===== src/rtl/axi_dma_wr.sv =====
// AXI4 write DMA: streams num_trans 32-bit words from a producer to DRAM as INCR bursts of up to FIXED_BURST_SIZE beats.
// Latency: AW is issued 2 cycles after start_dma; W data passes combinationally from producer to AXI with no added delay.
// Backpressure: M_WREADY feeds data_rdy_o directly; only one burst is outstanding, and the next AW waits for the previous B.
module axi_dma_wr #(
   parameter int BITS_TRANS       = 18,
   parameter int AXI_WIDTH_ID     = 4,
   parameter int AXI_WIDTH_AD     = 32,
   parameter int AXI_WIDTH_DA     = 32,
   parameter int AXI_WIDTH_DS     = AXI_WIDTH_DA / 8,
   parameter int FIXED_BURST_SIZE = 256
) (
   input  logic                    clk,
   input  logic                    rstn,
   // AXI write address channel
   output logic                    M_AWVALID,
   input  logic                    M_AWREADY,
   output logic [AXI_WIDTH_AD-1:0] M_AWADDR,
   output logic [AXI_WIDTH_ID-1:0] M_AWID,
   output logic [7:0]              M_AWLEN,
   output logic [2:0]              M_AWSIZE,
   output logic [1:0]              M_AWBURST,
   output logic [1:0]              M_AWLOCK,
   output logic [3:0]              M_AWCACHE,
   output logic [2:0]              M_AWPROT,
   output logic [3:0]              M_AWQOS,
   output logic [3:0]              M_AWREGION,
   output logic [3:0]              M_AWUSER,
   // AXI write data channel
   output logic                    M_WVALID,
   input  logic                    M_WREADY,
   output logic [AXI_WIDTH_DA-1:0] M_WDATA,
   output logic [AXI_WIDTH_DS-1:0] M_WSTRB,
   output logic                    M_WLAST,
   output logic [3:0]              M_WUSER,
   // AXI write response channel
   input  logic                    M_BVALID,
   output logic                    M_BREADY,
   input  logic [1:0]              M_BRESP,
   input  logic [AXI_WIDTH_ID-1:0] M_BID,
   // control and producer side
   input  logic                    start_dma,
   input  logic [BITS_TRANS-1:0]   num_trans,
   input  logic [AXI_WIDTH_AD-1:0] start_addr,
   input  logic [AXI_WIDTH_DA-1:0] data_i,
   input  logic                    data_vld_i,
   output logic                    data_rdy_o,
   output logic [BITS_TRANS-1:0]   data_cnt_o,
   output logic                    busy_o,
   output logic                    err_o,
   output logic                    done_o
);

   localparam logic [2:0] IDLE = 3'd0;
   localparam logic [2:0] PRE  = 3'd1;
   localparam logic [2:0] ADDR = 3'd2;
   localparam logic [2:0] DATA = 3'd3;
   localparam logic [2:0] RESP = 3'd4;

   localparam logic [8:0]            BURST_LEN = 9'(FIXED_BURST_SIZE);
   localparam logic [BITS_TRANS-1:0] BURST_TR  = BITS_TRANS'(FIXED_BURST_SIZE);

   logic [2:0]              state_q, state_d;
   logic [BITS_TRANS-1:0]   n_q, n_d;
   logic [BITS_TRANS-1:0]   sent_q, sent_d;
   logic [AXI_WIDTH_AD-1:0] addr_q, addr_d;
   logic [8:0]              len_q, len_d;
   logic [8:0]              beat_q, beat_d;
   logic [BITS_TRANS-1:0]   cnt_q, cnt_d;
   logic                    err_q, err_d;
   logic                    done_q, done_d;

   logic [BITS_TRANS-1:0]   remain;
   logic [8:0]              len_m1;
   logic                    in_data;
   logic                    w_hs;
   logic                    last_beat;
   logic                    unused_ok;

   // BID is not checked (single outstanding burst) and the low address bits are forced to word alignment
   assign unused_ok = ^{M_BID, start_addr[1:0]};

   assign remain    = n_q - sent_q;
   assign len_m1    = len_q - 9'd1;
   assign in_data   = (state_q == DATA);
   assign w_hs      = in_data & data_vld_i & M_WREADY;
   assign last_beat = (beat_q == len_m1);

   // AW channel: held stable from state registers until the slave accepts
   assign M_AWVALID  = (state_q == ADDR);
   assign M_AWADDR   = addr_q;
   assign M_AWID     = '0;
   assign M_AWLEN    = M_AWVALID ? len_m1[7:0] : 8'd0;
   assign M_AWSIZE   = M_AWVALID ? 3'b010 : 3'b000;
   assign M_AWBURST  = M_AWVALID ? 2'b01 : 2'b00;
   assign M_AWLOCK   = '0;
   assign M_AWCACHE  = '0;
   assign M_AWPROT   = '0;
   assign M_AWQOS    = 4'hF;
   assign M_AWREGION = '0;
   assign M_AWUSER   = '0;

   // W channel: producer handshake passes straight through while a burst is open
   assign M_WVALID   = in_data & data_vld_i;
   assign M_WDATA    = data_i;
   assign M_WSTRB    = '1;
   assign M_WLAST    = in_data & last_beat;
   assign M_WUSER    = '0;
   assign data_rdy_o = in_data & M_WREADY;

   assign M_BREADY   = (state_q == RESP);

   assign data_cnt_o = cnt_q;
   assign busy_o     = (state_q != IDLE);
   assign err_o      = err_q;
   assign done_o     = done_q;

   // Next-state logic: burst sequencing, beat counting and response bookkeeping
   always_comb begin
      state_d = state_q;
      n_d     = n_q;
      sent_d  = sent_q;
      addr_d  = addr_q;
      len_d   = len_q;
      beat_d  = beat_q;
      cnt_d   = cnt_q;
      err_d   = err_q;
      done_d  = 1'b0;
      case (state_q)
         IDLE: begin
            if (start_dma) begin
               n_d     = num_trans;
               addr_d  = {start_addr[AXI_WIDTH_AD-1:2], 2'b00};
               sent_d  = '0;
               cnt_d   = '0;
               err_d   = 1'b0;
               state_d = PRE;
            end
         end
         PRE: begin
            if (sent_q == n_q) begin
               done_d  = 1'b1;
               state_d = IDLE;
            end else begin
               len_d   = (remain >= BURST_TR) ? BURST_LEN : remain[8:0];
               state_d = ADDR;
            end
         end
         ADDR: begin
            if (M_AWREADY) state_d = DATA;
         end
         DATA: begin
            if (w_hs) begin
               cnt_d = cnt_q + 1'b1;
               if (last_beat) begin
                  beat_d  = '0;
                  state_d = RESP;
               end else begin
                  beat_d = beat_q + 9'd1;
               end
            end
         end
         RESP: begin
            if (M_BVALID) begin
               addr_d  = addr_q + AXI_WIDTH_AD'({len_q, 2'b00});
               sent_d  = sent_q + BITS_TRANS'(len_q);
               // data is already consumed, so an error response is only flagged, never retried
               if (M_BRESP != 2'b00) err_d = 1'b1;
               state_d = PRE;
            end
         end
         default: state_d = IDLE;
      endcase
   end

   // State registers with asynchronous active-low reset
   always_ff @(posedge clk or negedge rstn) begin
      if (!rstn) begin
         state_q <= IDLE;
         n_q     <= '0;
         sent_q  <= '0;
         addr_q  <= '0;
         len_q   <= '0;
         beat_q  <= '0;
         cnt_q   <= '0;
         err_q   <= 1'b0;
         done_q  <= 1'b0;
      end else begin
         state_q <= state_d;
         n_q     <= n_d;
         sent_q  <= sent_d;
         addr_q  <= addr_d;
         len_q   <= len_d;
         beat_q  <= beat_d;
         cnt_q   <= cnt_d;
         err_q   <= err_d;
         done_q  <= done_d;
      end
   end

endmodule


===== config.mk =====
export PLATFORM = sky130hd
export DESIGN_NAME = axi_dma_wr
export DESIGN_NICKNAME = d
export VERILOG_FILES = /design/src/rtl/axi_dma_wr.sv
export SDC_FILE = /design/constraint.sdc
export NUM_CORES = 1
export LEC_CHECK = 0
export CAP_MARGIN = 20
export CORE_MARGIN = 4
export CORE_UTILIZATION = 30
export CTS_CLUSTER_SIZE = 30
export DETAILED_ROUTE_END_ITERATION = 8
export PLACE_DENSITY = 0.66
export SYNTH_ARGS = -nofsm -noshare
export SYNTH_HDL_FRONTEND = slang
export SYNTH_SLANG_ARGS = --single-unit
export TNS_END_PERCENT = 30

===== constraint.sdc =====
create_clock -name clk -period 3.3 [get_ports clk]
set_input_delay 0.33 -clock clk [delete_from_list [all_inputs] [get_ports clk]]
set_output_delay 0.33 -clock clk [all_outputs]
set_load 0.01 [all_outputs]

* Yosys cells after proc, flatten, opt, wreduce, memory -nomap -nowiden
Index checks and enable logic that the tools add are counted.
** Cells by class
- Add/subtract/negate cells :: 6
- Magnitude comparators :: 1
- Eq/ne operators :: 12
- Multiplexer cells :: 26
- Bitwise operators :: 5
- Reductions and logical operators :: 12
** Operators with widths (count)
- $pmux 18 s2 :: 2
- $mux 32 :: 2
- $pmux 32 s2 :: 1
- $mux 18 :: 3
- $add 32x11->32 :: 1
- $add 18x1->18 const B :: 1
- $add 18x9->18 :: 1
- $eq 18x18->1 :: 1
- $ge 18x9->1 const B :: 1
- $mux 9 :: 2
- $sub 18x18->18 :: 1
- $mux 3 :: 5
- $pmux 3 s5 :: 1
- $add 9x1->9 const B :: 1
- $eq 9x9->1 :: 1
- $sub 9x1->9 const B :: 1
- $mux 8 :: 1
- $ne 2x1->1 const B :: 4
- $eq 3x2->1 const B :: 2
- $mux 1 :: 6
- $reduce_and 2->1 :: 3
- $reduce_and 3->1 :: 2
- $reduce_bool 2->1 :: 3
- $reduce_and 5->1 :: 1
- other kinds (10) :: 15
** Word-level totals
- Register bits :: 109
- Input port bits :: 95
- Output and inout port bits :: 136
- Word-level logic and storage cells :: 71

* Longest topological paths before layout
Gate-level depths: netlist of run 1.
- Depth after elaboration :: 5
- Gate-level depth with buffers :: 12
- Gate-level depth less buffers :: 12

* Worst setup path after synthesis of run 1
No wires, ideal clock.
- Path type :: reg2reg
- Start point :: reg n_q[0]
- End point :: reg len_q[3]
- Setup time :: 0.092 ns
- Data arrival time :: 2.497 ns
- Setup slack :: 0.711 ns
- Stages on the path, launching flop included :: 12
- Buffers on the path :: 0
- Period minus slack after synthesis :: 2.589 ns
- Cells stage by stage :: dfrtp_1 inv_1 ha_1 inv_1 fa_1 a211oi_2 o311ai_2 a311oi_2 a211o_1 mux2i_4 nand4_4 o31ai_2
** Between the ends
- Longest elaborated chain between the ends :: 3
- Elaborated cells between the ends (all ways) :: 6
- Classes of those cells :: 1 x add/sub; 1 x order compare; 1 x eq/ne; 1 x mux; 1 x bitwise; 1 x reduce/logical
** RTL lines
- from (decl) :: line 63 : logic [BITS_TRANS-1:0] n_q, n_d;
- from (signal assigned) :: line 189 : n_q <= n_d;
- $sub 18x18->18 / $eq 18x18->1 (equally long branches) :: line 82, 140
- $ge 18x9->1 / $not 1->1 (equally long branches)
- $mux 9 / $reduce_and 2->1 (equally long branches)
- to (signal assigned) :: line 192 : len_q <= len_d;
- to (decl) :: line 66 : logic [8:0] len_q, len_d;
Several ways; a longest one is shown, not always the timed one.
A chain may end at the register's enable or synchronous reset.

* Worst setup path after layout of run 1
- Start point :: reg len_q[2]
- End point :: out M_WLAST
** Between the ends
- Longest elaborated chain between the ends :: 3
** RTL lines
- $sub 9x1->9 :: line 83 : assign len_m1 = len_q - 9'd1;
- $eq 9x9->1 :: line 86 : assign last_beat = (beat_q == len_m1);
- $and 1x1->1 :: line 106 : assign M_WLAST = in_data & last_beat;
- to (decl) :: line 33 : output logic M_WLAST,
Every way passes these cells.

==> flow_summary.ini, run 1 <==
[critical_path]
path_class = reg -> out
endpoint_kind = output pin
worst_ep_required_time_ns = 2.97
critPathMaxFanout = 8
worstPathArrival_ns = 2.79
critPathLaunchType = flop

[routing]
via_per_inst = 4.985
first_pass_iters = 5
avgRoutedWirePerCell_um = 15.46
drt-total-wl_um = 20110
drcViolationCount = 0
drtIter0Drc = 414
vias = 6485
drtAntennaViolNets = 0

[synth]
synth_cell_type_count = 84
syn_inst = 890
seq_area_frac_synth_pct = 35.26
synth_area_mm2 = 0.007594
yosys_warnings = 0
synth_area_per_cell_um2 = 8.532
async_flop_share_pct = 100.0
synth-main-ff-cell = dfrtp_1
synth-edff-count = 0
ys_seq_elements = 107

[sta]
final_max_slew_viol_count = 0
timing.hold.ws_ns = -0.02281
max_freq_mhz = 320.9
clock_skew_ns = 0.009610
hold_viol = 19
setup_violations = 0
worstMarginPinSlew_ns = 0.6956
rsz0062_at_grt = false
fin_crit_sh_pct = 94.43
tns_ns = 0
fin_ws_ns = 0.1838
slew_headroom_pct = 53.43
period_minus_slack_ns = 3.116

[clock_tree]
cts_buffer_depth = 2
clk_pin_slew_worst_paths_ns = 0.07
cts_made_buffers = 9
clockRootBuffer = clkbuf_16
clk_latency_ns = 0.36
cts_hold_buf = 0
cts_tree = yes
cts.sinks = 107
cts_htree_levels = 3
postCtsSetupBuffers = 0

[cells_and_area]
fin_nets = 1108
finish.utilization_pct = 37.20
area_growth_pct = 20.53
antenna_cells = 0
ff_latch_area_mm2 = 0.002678
fillerInstances = 2535
fin_cells = 1301
multiInputGateArea_mm2 = 0.004295
drive_gt1_share_pct = 7.062

[power_and_ir_drop]
p_leak_nw = 4.097
p_per_area_mw_per_mm2 = 340.7
ir_drop_mv = 0.2301

[global_route]
overflow = 0
grt.total_usage_pct = 14.02
grt_pass1_vias = 6182
antenna_found_initial = 0
grt_max_degree = 63
grt_pass1_wl_um = 32510

[placement]
portBuffers = 122
place_ws_ns = 0.3571
dp.cells = 1285
hpwlAfterDp_um = 15070
place_congestion = 0.8237

[die]
fp.dieH_um = 167.1
initial_core_util_pct = 30.86
placeableCoreArea_mm2 = 0.02460
ios = 231
die_area_mm2 = 0.02792
die_w_um = 167.1
num_rows = 57

[flow_run]
maxCapViolCount = 0

[status]
outcome = finished, violations left
failed_checks = hold timing

[hold_path]
hold_class = in -> async
[report_power, final]
group / switching (W) / internal (W)
Sequential: 0.000115 / 0.00139
Combinational: 0.000252 / 0.000271
Clock: 0.000553 / 0.000534
Total: 0.000921 / 0.00220
[cells in the final DEF, fill, tap and decap left out, types with 26 or more instances in the layout]
master,Yosys,routed
a21oi_1,36,36
ha_1,38,37
nand2_1,144,144
clkdlybuf4s50_1,0,121
dfrtp_1,107,107
nor2_1,54,54
nand3_1,39,39
xnor2_1,30,28
o21ai_0,61,61
conb_1,2,38
inv_1,36,36
xor2_1,26,26
[per-stage QoR]
| stage | cell area [um^2] | power (W) |
|---|---|---|
| after floorplan | 7729 | 0.001866 |
| after global placement | 8830 | 0.002045 |
| after detailed placement | 8830 | 0.002057 |
| after CTS | 9117 | 0.003158 |
| after global routing | 9153 | 0.003289 |
| final | 9153 | 0.003118 |
[worst max-delay path, stage by stage (launching register included)]
cell             delay, ns
dfrtp_1               0.53
nor4_2                0.41
nand2_1               0.11
xor2_1                0.29
xnor2_1               0.12
nor4_2                0.25
and3_1                0.18
clkdlybuf4s50_1       0.53
[state kept, by name, summed over array words and instances, names as in the netlist]
signal,count
beat_q,9
n_q,18
state_q,3
sent_q,18
len_q,9
M_AWADDR,30
err_o,1
done_o,1
data_cnt_o,18
[cell usage after synthesis (22+ instances only)]
master / instances / area, um^2
ha_1: 38 / 475.5
nor2_1: 54 / 202.7
nand3_1: 39 / 195.2
o21ai_0: 61 / 305.3
nand2_1: 144 / 540.5
dfrtp_1: 107 / 2678
inv_1: 36 / 135.1
buf_4: 72 / 540.5
a21oi_1: 36 / 180.2
xor2_1: 26 / 227.7
xnor2_1: 30 / 262.8
clkbuf_1: 22 / 82.58
[cells by family (layout without fill, tap and decap cells)]
logic type / count (synthesis) / count (layout) / share of synthesized area (%)
XOR/XNOR: 57 / 57 / 6.756
adder cells (fa/ha/maj): 41 / 41 / 7.052
AO/OA/AOI/OAI: 193 / 193 / 16.82
other: 2 / 38 / 0.09890
multiplexers: 4 / 4 / 0.7085
buffers and inverters: 139 / 190 / 10.61
flip-flops: 107 / 107 / 35.26
AND/OR/NAND/NOR: 347 / 347 / 22.69
[layout make-up]
type	instances	share of cell area, %
Multi-Input combinational cell	680	46.93
Sequential cell	107	29.25
Timing Repair Buffer	138	14.76
Tap cell	324	4.429
Clock buffer	9	2.461
Inverter	36	1.476
Clock inverter	7	0.6835
[timing repair]
action                     4_1_cts  5_1_grt
setup endpoints to repair        0        1
hold endpoints to repair         0        0
resized for setup                0        6
[final timing paths]
kind	cells past startpoint	startpoint	slack (ns)	to
worst max-delay path	7	len_q[2]$_DFFE_PN0P_	0.18	M_WLAST
worst min-delay path	1	rstn	-0.02	beat_q[6]$_DFFE_PN0P_
worst max register to register	12	len_q[0]$_DFFE_PN0P_	0.29	M_AWADDR[26]$_DFFE_PN0P_
worst min register to register	2	n_q[13]$_DFFE_PN0P_	0.49	n_q[13]$_DFFE_PN0P_
max in group asynchronous	2	rstn	2.56	M_AWADDR[20]$_DFFE_PN0P_
min in group clk	2	n_q[13]$_DFFE_PN0P_	0.49	n_q[13]$_DFFE_PN0P_
[layer usage]
layer,part of all wire (%),global-route usage (%)
met1,47,19.44
met2,47,23.05
met3,5.8,3.206
met4,0.54,1.957
met5,0,0
Power figures use the tool's default switching activity.
==> inputs of run 2 (changes only) <==
Clock period 3.3 ns to 3.8 ns, I/O delays scaled along.
==> run 2 against run 1 <==
Effect of this change: the run now ends clean; power shrank 9.2%; count of clock-buffer cells in the layout up 1; global-route usage is 0.053 points lower; critical endpoint unchanged; setup slack improved by 0.069 ns; utilization barely moved.
==> flow_summary.ini, run 2 (same netlist as run 1, synthesis figures left out) <==
[sta]
rsz0062_at_grt = false
final_max_slew_viol_count = 0
clock_skew_ns = 0.008892
fin_crit_sh_pct = 93.35
slew_headroom_pct = 50.74
hold_viol = 0
max_freq_mhz = 281.9
worstMarginPinSlew_ns = 0.7389
period_minus_slack_ns = 3.547
setup_violations = 0
tns_ns = 0

[placement]
placed_area_mm2 = 0.008807
hpwlAfterDp_um = 15120
place_congestion = 0.8499
portBuffers = 122

[global_route]
grt_pass1_vias = 6187
grt_pass1_wl_um = 32420
antenna_found_initial = 0
grt.total_usage_pct = 13.97
grt_max_degree = 60
overflow = 0

[die]
placeableCoreArea_mm2 = 0.02460
num_rows = 57
die_w_um = 167.1
ios = 231
fp.dieH_um = 167.1
die_area_mm2 = 0.02792
initial_core_util_pct = 30.86

[critical_path]
worst_ep_required_time_ns = 3.42
path_class = reg -> out
endpoint_kind = output pin
critPathLaunchType = flop
worstPathArrival_ns = 3.17
critPathMaxFanout = 8

[cells_and_area]
final_cell_mix = nand2_1 (144), clkdlybuf4s50_1 (121), dfrtp_1 (107), o21ai_0 (61), nor2_1 (54)
drive_gt1_share_pct = 6.366
stdcell_area_mm2 = 0.009155
finish.utilization_pct = 37.21
fin_nets = 1105
fillerInstances = 2480
area_growth_pct = 20.56
layout_commonest_cell = nand2_1
antenna_cells = 0
largest_reg_flops = 30

[routing]
first_pass_iters = 5
drtAntennaViolNets = 0
avgRoutedWirePerCell_um = 15.52
drtIter0Drc = 477
via_per_inst = 5.018
drt-total-wl_um = 20150
vias = 6513
drcViolationCount = 0

[clock_tree]
postCtsSetupBuffers = 0
clk_pin_slew_worst_paths_ns = 0.08
cts_htree_levels = 3
clockRootBuffer = clkbuf_16
cts_resized = 1
cts_made_buffers = 9
cts.sinks = 107
cts_buffer_depth = 2
clk_latency_ns = 0.36
cts_tree = yes
cts_hold_buf = 0

[status]
outcome = finished, final reports clean

[power_and_ir_drop]
p_per_area_mw_per_mm2 = 309.2
ir_drop_mv = 0.1940
p_leak_nw = 4.090

[hold_path]
hold_class = in -> async

[flow_run]
maxCapViolCount = 0
run 2: path summary, 6_finish.rpt:
kind,from,end,slack (ns),cells past startpoint
max,len_q[1]$_DFFE_PN0P_,M_WLAST,0.25,9
min,rstn,beat_q[6]$_DFFE_PN0P_,0.06,1
max reg2reg,len_q[0]$_DFFE_PN0P_,M_AWADDR[30]$_DFFE_PN0P_,0.72,12
min reg2reg,n_q[4]$_DFFE_PN0P_,n_q[4]$_DFFE_PN0P_,0.49,2
max in group asynchronous,rstn,M_AWADDR[12]$_DFFE_PN0P_,2.98,2
min in group clk,n_q[4]$_DFFE_PN0P_,n_q[4]$_DFFE_PN0P_,0.49,2
run 2: worst max-delay path, cell delays in order (launching register included):
cell             delay (ns)
dfrtp_1                0.50
inv_1                  0.15
ha_1                   0.23
nor3b_1                0.25
xnor2_1                0.20
xor2_1                 0.17
nand3_1                0.13
nor4_4                 0.42
and3_1                 0.22
clkdlybuf4s50_1        0.54
run 2: stage by stage:
step,setup slack [ns],std cells,total power [W],hold slack [ns]
6_report,0.2527,1298,0.002831,0.06189
2_1_floorplan,1.211,926,0.001621,0.08441
5_1_grt,0.05330,1298,0.002965,0.1204
3_3_place_gp,0.3802,1282,0.001779,0.4762
4_1_cts,0.1312,1298,0.002854,0.09778
3_5_place_dp,0.2867,1282,0.001785,0.4788
run 2: final cells by class:
cell class	count	area [um^2]	area share (%)
Multi-Input combinational cell	680	4275	46.70
Sequential cell	107	2678	29.25
Timing Repair Buffer	135	1329	14.51
Tap cell	324	405.4	4.428
Clock buffer	10	239.0	2.610
Inverter	36	135.1	1.476
Clock inverter	6	93.84	1.025
run 2: power breakdown:
part / internal (W) / leakage (nW) / switching [W] / total [W]
combinational: 0.000235 / 2.57 / 0.000217 / 0.000452
sequential: 0.00121 / 1.36 / 0.000103 / 0.00131
clock: 0.000604 / 0.160 / 0.000462 / 0.00107
total: 0.00205 / 4.09 / 0.000782 / 0.00283
run 2: routing by layer:
layer,track usage (%),share of wire (%),vias up
li1,-,-,3171
met1,19.22,46,3113
met2,22.98,47,208
met3,3.065,5.9,21
met4,2.455,0.87,0
met5,0,0,-
==> inputs of run 3 (changes only) <==
Settings changed: SLEW_MARGIN from default to 5.
==> results of run 3 <==
Same layout as run 2: the final DEF is identical, and so are final timing and power.
